==> config.mk <==
export PLATFORM = sky130hd
export DESIGN_NAME = hazard_stall_unit
export DESIGN_NICKNAME = d
export VERILOG_FILES = /design/src/rtl/hazard_stall_unit.sv
export SDC_FILE = /design/constraint.sdc
export NUM_CORES = 1
export LEC_CHECK = 0
export BUFFER_PORTS_ARGS = -buffer_cell sky130_fd_sc_hd__buf_2
export CORE_ASPECT_RATIO = 0.7
export CORE_UTILIZATION = 56
export DETAILED_ROUTE_END_ITERATION = 8
export MAX_ROUTING_LAYER = met4
export PLACE_DENSITY = 0.83
export SLEW_MARGIN = 5
export SYNTH_ARGS = -nofsm -noshare
export SYNTH_HDL_FRONTEND = slang
export SYNTH_SLANG_ARGS = --single-unit
==> constraint.sdc <==
create_clock -name clk -period 3.9 [get_ports clk]
set_clock_uncertainty 0.15 [all_clocks]
set_input_delay 0.39 -clock clk [delete_from_list [all_inputs] [get_ports clk]]
set_output_delay 0.39 -clock clk [all_outputs]
set_load 0.05 [all_outputs]
==> src/rtl/hazard_stall_unit.sv <==
// Hazard detection and stall control for a five-stage pipeline.
// Detects load-use hazards and hazards on branches resolved in ID.
// Handles memory freezes and counts stall cycles.
//
// state | meaning
// ------+------------------------------------------------------------
// RUN   | normal issue; evaluates hazards against the EX/MEM producers
// STALL | second bubble of a branch-after-load; hazard inputs ignored
module hazard_stall_unit #(
    parameter int TIMEOUT = 255,
    parameter int CNT_W   = 16
) (
    input  logic             clk,
    input  logic             rst,
    input  logic [4:0]       Rs_IF_ID,
    input  logic [4:0]       Rt_IF_ID,
    input  logic             Uses_Rt_IF_ID,
    input  logic             Branch_IF_ID,
    input  logic             Branch_Taken,
    input  logic [4:0]       Dest_ID_EX,
    input  logic             Reg_Write_ID_EX,
    input  logic             Mem_Read_ID_EX,
    input  logic [4:0]       Rd_EX_MEM,
    input  logic             Mem_Read_EX_MEM,
    input  logic             Mem_Req,
    input  logic             Mem_Ready,
    output logic             PC_Write,
    output logic             IF_ID_Write,
    output logic             IF_ID_Flush,
    output logic             ID_EX_Bubble,
    output logic             Freeze,
    output logic             Mem_Error,
    output logic [CNT_W-1:0] Stall_Cycles
);

    typedef enum logic {
        RUN   = 1'b0,
        STALL = 1'b1
    } state_t;

    // Freeze counter is 8 bits wide because TIMEOUT never exceeds 255.
    localparam logic [7:0] TIMEOUT_M1 = 8'(TIMEOUT - 1);

    state_t           state_q, state_d;
    logic [1:0]       scnt_q, scnt_d;
    logic [7:0]       fcnt_q, fcnt_d;
    logic             mem_err_q, mem_err_d;
    logic [CNT_W-1:0] stall_cnt_q, stall_cnt_d;

    logic             match_ex;
    logic             match_mem;
    logic [1:0]       need;

    // Register zero never creates a dependency.
    function automatic logic reg_match(input logic [4:0] r,
                                       input logic [4:0] rs,
                                       input logic [4:0] rt,
                                       input logic       uses_rt);
        return (r != 5'd0) && ((r == rs) || (uses_rt && (r == rt)));
    endfunction

    // Operand matches against the EX and MEM producers.
    always_comb begin
        match_ex  = reg_match(Dest_ID_EX, Rs_IF_ID, Rt_IF_ID, Uses_Rt_IF_ID);
        match_mem = reg_match(Rd_EX_MEM, Rs_IF_ID, Rt_IF_ID, Uses_Rt_IF_ID);
    end

    // Number of bubbles the ID instruction needs, highest priority first.
    always_comb begin
        need = 2'd0;
        if (Mem_Read_ID_EX && match_ex) begin
            need = Branch_IF_ID ? 2'd2 : 2'd1;
        end else if (Branch_IF_ID && Reg_Write_ID_EX && match_ex) begin
            need = 2'd1;
        end else if (Branch_IF_ID && Mem_Read_EX_MEM && match_mem) begin
            need = 2'd1;
        end
    end

    // Next state and pipeline control outputs.
    // A freeze takes priority over everything and holds the stall sequence.
    always_comb begin
        state_d      = state_q;
        scnt_d       = scnt_q;
        PC_Write     = 1'b1;
        IF_ID_Write  = 1'b1;
        IF_ID_Flush  = 1'b0;
        ID_EX_Bubble = 1'b0;
        Freeze       = 1'b0;
        if (!rst) begin
            if (Mem_Req && !Mem_Ready) begin
                Freeze      = 1'b1;
                PC_Write    = 1'b0;
                IF_ID_Write = 1'b0;
            end else begin
                unique case (state_q)
                    RUN: begin
                        if (need != 2'd0) begin
                            PC_Write     = 1'b0;
                            IF_ID_Write  = 1'b0;
                            ID_EX_Bubble = 1'b1;
                            if (need == 2'd2) begin
                                state_d = STALL;
                                scnt_d  = 2'd1;
                            end
                        end else begin
                            IF_ID_Flush = Branch_Taken;
                        end
                    end
                    STALL: begin
                        PC_Write     = 1'b0;
                        IF_ID_Write  = 1'b0;
                        ID_EX_Bubble = 1'b1;
                        scnt_d       = scnt_q - 2'd1;
                        if (scnt_d == 2'd0) begin
                            state_d = RUN;
                        end
                    end
                    default: begin
                        state_d = RUN;
                        scnt_d  = 2'd0;
                    end
                endcase
            end
        end
    end

    // Consecutive-freeze counter, sticky timeout flag and saturating stall counter.
    always_comb begin
        fcnt_d      = 8'd0;
        mem_err_d   = mem_err_q;
        stall_cnt_d = stall_cnt_q;
        if (Freeze) begin
            fcnt_d = (fcnt_q == 8'hFF) ? fcnt_q : fcnt_q + 8'd1;
            if (fcnt_q == TIMEOUT_M1) begin
                mem_err_d = 1'b1;
            end
        end
        if (!PC_Write && (stall_cnt_q != {CNT_W{1'b1}})) begin
            stall_cnt_d = stall_cnt_q + {{(CNT_W-1){1'b0}}, 1'b1};
        end
    end

    // State and counter registers with synchronous reset.
    always_ff @(posedge clk) begin
        if (rst) begin
            state_q     <= RUN;
            scnt_q      <= 2'd0;
            fcnt_q      <= 8'd0;
            mem_err_q   <= 1'b0;
            stall_cnt_q <= '0;
        end else begin
            state_q     <= state_d;
            scnt_q      <= scnt_d;
            fcnt_q      <= fcnt_d;
            mem_err_q   <= mem_err_d;
            stall_cnt_q <= stall_cnt_d;
        end
    end

    assign Mem_Error    = mem_err_q;
    assign Stall_Cycles = stall_cnt_q;

endmodule

# [After elaboration in Yosys (flattened, before gate mapping)]
# Index checks and enable logic that the tools add are counted.
[classes] mux=25 eq_ne=10 n_addsub=3 n_reduce_logical=22 bitwise_logic=3
[op_table] operator="$eq A5 B5 Y1" n=4
[op_table] operator="$mux W1" n=17
[op_table] operator="$add A16 B1 Y16 const B" n=1
[op_table] operator="$eq A8 B8 Y1 const B" n=2
[op_table] operator="$ne A16 B16 Y1 const B" n=1
[op_table] operator="$logic_and A1 B1 Y1" n=11
[op_table] operator="$reduce_bool A5 Y1" n=2
[op_table] operator="$add A8 B1 Y8 const B" n=1
[op_table] operator="$mux W2" n=4
[op_table] operator="$pmux W1 S2" n=3
[op_table] operator="$ne A2 B2 Y1 const B" n=2
[op_table] operator="$pmux W2 S2" n=1
[op_table] operator="$not A1 Y1" n=3
[op_table] operator="$reduce_and A3 Y1" n=1
[op_table] operator="$eq A2 B2 Y1 const B" n=1
[op_table] operator="$logic_not A1 Y1" n=2
[op_table] operator="$logic_not A2 Y1" n=1
[op_table] operator="$logic_or A1 B1 Y1" n=2
[op_table] operator="$reduce_and A2 Y1" n=1
[op_table] operator="$reduce_bool A2 Y1" n=1
[op_table] operator="$reduce_or A2 Y1" n=1
[op_table] operator="$sub A2 B1 Y2 const B" n=1
[totals] inputBits=30 word_cells=68 register_bits=28 out_inout_bits=22

# [Longest topological paths before layout]
# Gate-level depths: netlist of run 1.
[depth] word_depth=15 mapped_depth=8 ltp_nobuf=7

# [Worst setup path after synthesis of run 1]
# Ideal clock, no wire load.
[synth_timing] path_kind="input port to output port" start="input port Rd_EX_MEM[1]" end="output port IF_ID_Flush" required_time_ns=3.360 arrival_time_ns=2.935 slack_ns=0.425 stages=4 n_path_buf=0 cell_sequence="or4_1 > o211ai_1 > o221ai_1 > nor4b_1"
[synth_via] elab_chain_len=13 elab_cells_between_ends=15 classes_between="2 x eq/ne; 7 x mux; 6 x reduce/logical"
[synth_rtl] item="start, declared" line="23" rtl="input logic [4:0] Rd_EX_MEM,"
[synth_rtl] item="$eq A5 B5 Y1" line="59" rtl="return (r != 5'd0) && ((r == rs) || (uses_rt && (r == rt)));"
[synth_rtl] item="$logic_and A1 B1 Y1" line="59"
[synth_rtl] item="$logic_or A1 B1 Y1" line="59"
[synth_rtl] item="$logic_and A1 B1 Y1 (*)" line="59"
[synth_rtl] item="$logic_and A1 B1 Y1 (*)" line="75" rtl="end else if (Branch_IF_ID && Mem_Read_EX_MEM && match_mem) begin"
[synth_rtl] item="$mux W1 (*)" line="75"
[synth_rtl] item="$mux W1 (*)" line="73" rtl="end else if (Branch_IF_ID && Reg_Write_ID_EX && match_ex) begin"
[synth_rtl] item="$mux W2 (*)" line="71" rtl="if (Mem_Read_ID_EX && match_ex) begin"
[synth_rtl] item="$reduce_bool A2 Y1 (*)" line="98" rtl="if (need != 2'd0) begin"
[synth_rtl] item="$mux W1 (*)" line="98"
[synth_rtl] item="$mux W1 (*)" line="96" rtl="unique case (state_q)"
[synth_rtl] item="$mux W1 (*)" line="91" rtl="if (Mem_Req && !Mem_Ready) begin"
[synth_rtl] item="$mux W1 (*)" line="90" rtl="if (!rst) begin"
[synth_rtl] item="end, declared" line="29" rtl="output logic IF_ID_Flush,"
# Every way passes the cells marked *; elsewhere a longest branch is shown, timed or not.

# [Worst setup path in the final report of run 1]
[layout_timing] start="input port Rd_EX_MEM[1]" end="output port IF_ID_Write"
[layout_via] elab_chain_len=13 elab_cells_between_ends=15 classes_between="2 x eq/ne; 7 x mux; 6 x reduce/logical"
[layout_rtl] item="$eq A5 B5 Y1" line="59"
[layout_rtl] item="$logic_and A1 B1 Y1" line="59"
[layout_rtl] item="$logic_or A1 B1 Y1" line="59"
[layout_rtl] item="$logic_and A1 B1 Y1 (*)" line="59"
[layout_rtl] item="$logic_and A1 B1 Y1 (*)" line="75"
[layout_rtl] item="$mux W1 (*)" line="75"
[layout_rtl] item="$mux W1 (*)" line="73"
[layout_rtl] item="$mux W2 (*)" line="71"
[layout_rtl] item="$reduce_bool A2 Y1 (*)" line="98"
[layout_rtl] item="$mux W1 (*)" line="98"
[layout_rtl] item="$pmux W1 S2 (*)" line="96"
[layout_rtl] item="$mux W1 (*)" line="91"
[layout_rtl] item="$mux W1 (*)" line="90"
[layout_rtl] item="end, declared" line="28" rtl="output logic IF_ID_Write,"
# Marks and branches as above.

==> impl_metrics.toml, run 1 <==
[global_routing]
overflow = 0
antenna_found_initial = 0
grt_use_total = 0.2554
grt_pass1_wl_um = 7024
grt_pass1_vias = 1577
grt_start_max_net_pins = 34

[worst_setup_path]
crit_type = "in -> out"
end_kind = "primary output"
worst_ep_required_time_ns = 3.36
critPathMaxFanout = 15
cp.arrival_ns = 2.15
crit_path_start_kind = "primary input"

[synth]
ys_seq_area_frac = 0.3021
synth_fa_ha_area_frac = 0.02697
synth_compound_area_frac = 0.1821
netlist_instances = 216
async_reset_ff_frac = 0
synth_top_area_frac = 0.3021
synth_top_family_by_area = "simple AND/OR/NAND/NOR gates"
synth_nets = 250
yosysWarnings = 0
mappedNetlistArea_sq_mm = 0.001856
synth_cell_types = 42
synth_edf_count = 0
syn_area_per_cell_sq_um = 8.590
synth_seq_cells = 28
synth_top_cell_by_area = "dfxtp_1"
synthMuxAreaShare = 0.09238
netlist_top_cells_area = "dfxtp_1 30%, xor2_1 6.1%, mux2_2 5.5%, xnor2_1 5.2%, nor2_1 4.2%"
yosys_most_used_dff = "dfxtp_1"
yosys.area_share.simple = 0.2461
synthXorXnorAreaFrac = 0.1133

[cts]
clk_latency_ns = 0.28
cts_sinks = 28
clk_pin_slew_ns = 0.10
h-tree-depth = 1
numCtsBuffers = 3
hold_buffers = 0
cts_setup_buffers = 0
cts-root-buf = "clkbuf_8"
clockBufferDepth = 2
cts_tree = "done"
cts-resized-gates = 0

[route]
vias_per_cell = 5.773
ant_nets = 0
drcViolationCount = 2
vias = 1732
detail_route.wl_per_cell_um = 13.81
drt-total-wl_um = 4144
first_iter_violations = 136
dr.pass1.iters = 8

[cells_and_area]
antenna_cells = 0
design_area_sq_mm = 0.002183
nets = 297
mostFrequentLayoutCells = "51 x buf_2, 28 x dfxtp_1, 21 x nor2_1, 14 x a21oi_1, 13 x xor2_1"
multi_input_area_sq_mm = 0.001226
n_fill_cell = 259
area_delta_synth_final_pct = 17.67
final_common_cell = "buf_2"
seq_area_sq_um = 560.5
drive_above_1_share = 0.2710

[worst_hold_path]
hp-class = "reg -> reg"

[floorplanning]
core-area_sq_mm = 0.003148
initial_utilization = 0.5894
die_area_sq_mm = 0.003551
rows = 17
pin_count = 52
die_y_um = 50.16
die_w_um = 70.80

[placed_design]
gp_congestion = 0.9302
dp_slack_ns = 1.224
placed_area_sq_mm = 0.002112
dp_hpwl_um = 3122
portBuffers = 51

[timing]
setup_viol = 0
relSlewSlack = 0.4990
finalWorstSetupSlack_ns = 1.213
post-route-min-period_ns = 2.687
hold_violations = 0
setup-tns-final_ns = 0
slew_violations = 0
worst_pin_slew_ns = 0.7515
fmax_mhz = 372.1
whs_ns = 0.3314
rsz0062_at_grt = "false"
period_share = 0.6890

[pwr]
power.density_mw_per_mm2 = 289.5
p_leak_nw = 0.8921
p_total_mw = 0.6321
ir_worst_vdd_mv = 0.1588

[run]
maxCapViolations = 0

[outcome]
status = "complete, but fails checks"
violations = "DRC"
per-stage QoR:
step | utilization | instances
after floorplan | - | 216
after global placement | 0.6709 | 296
after CTS | 0.6936 | 300
after global routing | 0.6936 | 300
final | 0.6936 | 300
after detailed placement | 0.6709 | 296
path summary, 6_finish.rpt:
check                   from                to  slack [ns]  depth (start not counted)
max             Rd_EX_MEM[1]       IF_ID_Write        1.21                          7
min                scnt_q[1]         scnt_q[1]        0.33                          2
max reg2reg  Stall_Cycles[0]  Stall_Cycles[13]        1.38                          6
min reg2reg        scnt_q[1]         scnt_q[1]        0.33                          2
Yosys cell counts (2+ instances only):
cell type / instances
nand2_1: 11
a21oi_1: 14
a2111oi_2: 4
nand4_1: 6
o21ai_0: 5
nand2b_1: 10
nor2_1: 21
xor2_1: 13
clkbuf_1: 6
and3_1: 8
nand3_1: 12
mux2_2: 9
dfxtp_1: 28
and2_1: 2
inv_1: 6
a211oi_1: 5
mux2i_1: 7
xnor2_1: 11
ha_1: 4
nor2b_1: 9
nor3_1: 4
critical path, cell delays in order:
cell and delay (ns):
buf_2 0.12, or4_1 0.52, o211ai_1 0.26, o221a_4 0.38
nor2_1 0.07, nor2_1 0.12, buf_2 0.28
kinds of logic after synthesis:
family                     count (synthesis)
and+or+nand+nor                           88
AOI/OAI and AO/OA                         41
DFF                                       28
xor gates and xnor gates                  24
muxes                                     16
buffers and inverters                     15
adders and majority gates                  4
power breakdown:
group	internal [mW]	total [mW]	switching, mW
Combinational	0.0383	0.105	0.0667
Clock	0.138	0.234	0.0963
Sequential	0.289	0.293	0.00409
Total	0.465	0.632	0.167
cell type report:
| class | count | share of cell area |
|---|---|---|
| Multi-Input combinational cell | 173 | 0.5616 |
| Sequential cell | 28 | 0.2567 |
| Timing Repair Buffer | 51 | 0.1169 |
| Tap cell | 38 | 0.02178 |
| Clock buffer | 3 | 0.01891 |
| Clock inverter | 1 | 0.01375 |
| Inverter | 6 | 0.01032 |
flip-flops by register name, indices dropped and copies added (netlist names):
register	flops
Stall_Cycles	16
fcnt_q	8
scnt_q	2
Mem_Error	1
state_q	1
routing by layer:
layer / track usage / wire length (um) / up-vias
li1: - / - / 871
met1: 0.3358 / 2025 / 809
met2: 0.4022 / 1880 / 45
met3: 0.06225 / 201 / 7
met4: 0.05667 / 37 / 0
met5: - / 0 / -
No activity file was read; power rests on OpenSTA's default activity.
==> inputs of run 2 (changes only) <==
CORE_UTILIZATION = 47   (was 56)
PLACE_DENSITY = 0.74   (was 0.83)
clock period = 2.2 ns   (was 3.9 ns; I/O delays follow)
==> run 2 against run 1 <==
  * The flow now finishes without violations
  * Critical endpoint is now Stall_Cycles[9]
  * Count of clock-buffer cells in the layout is 1 higher
  * Critical path depth is 1 lower
  * Sequential share of layout area is 3.9 points lower
==> impl_metrics.toml, run 2 (synthesis results as in run 1) <==
[placed_design]
gp_congestion = 0.8718
placed_area_sq_mm = 0.002401
dp_hpwl_um = 3433
portBuffers = 51
dp.cells = 335

[timing]
period_share = 0.9917
relSlewSlack = 0.5112
rsz0062_at_grt = "true"
post-route-min-period_ns = 2.182
fmax_mhz = 458.4
hold_violations = 0
setup_viol = 0
slew_violations = 0
worst_pin_slew_ns = 0.7332

[floorplanning]
core-area_sq_mm = 0.003649
die_area_sq_mm = 0.004207
die_w_um = 77.10
pin_count = 52
die_y_um = 54.57
initial_utilization = 0.5086
rows = 18

[worst_setup_path]
slowest_stage = "a2111oi_4"
crit_path_max_incr_delay_ns = 0.37
end_kind = "flip-flop"
critPathMaxFanout = 6
path_cells = "ha_4 -> and3_1 -> and3_4 -> a41o_4 -> a2111oi_4 -> mux2_4"
crit_path_start_kind = "flip-flop"
worst_ep_required_time_ns = 2.22
crit_type = "reg -> reg"
cp.arrival_ns = 2.20

[cells_and_area]
design_area_sq_mm = 0.002610
drive_above_1_share = 0.3938
mostFrequentLayoutCells = "47 x buf_2, 29 x buf_4, 25 x dfxtp_1, 19 x nor2_1"
multi_input_area_sq_mm = 0.001379
antenna_cells = 0
area_delta_synth_final_pct = 40.66
seq_area_sq_um = 569.3
final_common_cell = "buf_2"
nets = 327
n_fill_cell = 296
fin_cells = 342
largest_register_ffs = 16

[pwr]
power.density_mw_per_mm2 = 435.7
p_total_mw = 1.137
p_leak_nw = 1.071
ir_worst_vdd_mv = 0.4239

[route]
ant_nets = 0
detail_route.wl_per_cell_um = 13.66
dr.pass1.iters = 4
drt-total-wl_um = 4673
vias = 1848
vias_per_cell = 5.404
drcViolationCount = 0
first_iter_violations = 80

[global_routing]
grt_use_total = 0.2334
overflow = 0
grt_start_max_net_pins = 21
grt_pass1_wl_um = 7431
grt_pass1_vias = 1614
antenna_found_initial = 0

[outcome]
status = "complete, no violations"

[cts]
cts_sinks = 28
clk_latency_ns = 0.27
numCtsBuffers = 3
clockBufferDepth = 2
clk_pin_slew_ns = 0.10
h-tree-depth = 1
cts_tree = "done"
cts-root-buf = "clkbuf_8"

[worst_hold_path]
hp-class = "in -> reg"

[run]
maxCapViolations = 0
[run 2: changes by cell type in the layout (fill, tap and decap cells not counted), sizes merged]
cell	delta
clkbuf	+3
bufinv	-1
buf	+28
[run 2: where the power goes]
| group | internal, mW | switching [mW] | total [mW] |
|---|---|---|---|
| clock | 0.198 | 0.164 | 0.362 |
| combinational | 0.114 | 0.142 | 0.256 |
| sequential | 0.513 | 0.00589 | 0.519 |
| total | 0.825 | 0.312 | 1.14 |
[run 2: path summary, 6_finish.rpt]
check / start / to / slack [ns] / depth (start not counted)
worst min-delay path: rst / Stall_Cycles[10] / 0.23 / 3
worst min register to register: scnt_q[1] / scnt_q[1] / 0.34 / 2
worst max-delay path: Stall_Cycles[0] / Stall_Cycles[9] / 0.02 / 6
worst max register to register: Stall_Cycles[0] / Stall_Cycles[9] / 0.02 / 6
[run 2: worst max-delay path: cells and delay by family, from the launching register on]
family | cells | cell delay, ns
muxes | 1 | 0.34
adders and majority gates | 1 | 0.16
and+or+nand+nor | 2 | 0.39
DFF | 1 | 0.36
AOI/OAI and AO/OA | 2 | 0.67
[run 2: stage by stage]
step	setup slack (ns)	hold slack [ns]	util	TNS, ns
global route	-0.02114	0.2636	0.7154	-0.04506
global placement	-0.1532	0.3032	0.6581	-1.362
CTS	0.001631	0.2320	0.6914	0
finish	0.01829	0.2346	0.7154	0
detailed placement	-0.2304	0.3275	0.6581	-1.818
floorplan	-0.1474	0.2996	-	-0.2275
[run 2: metal layers]
metal / vias to the layer above / routed length, um / track usage
met5: - / 0 / -
met4: 0 / 23 / 0.03774
met3: 2 / 198 / 0.03500
met2: 48 / 2129 / 0.3899
met1: 863 / 2321 / 0.3096
li1: 935 / - / -
[run 2: final cells by class]
class	count	share of cell area
inverters	6	0.008629
clock buffers	4	0.02541
flip-flops and latches	28	0.2181
repair buffers	81	0.1956
well taps	50	0.02397
multi-input cells	173	0.5283
[run 2: what timing repair did]
item	4_1_cts	5_1_grt
buffers inserted	1	2
hold buffers	0	0
resized for setup	6	11
endpoints found under the setup margin	9	14
pin swaps	0	6
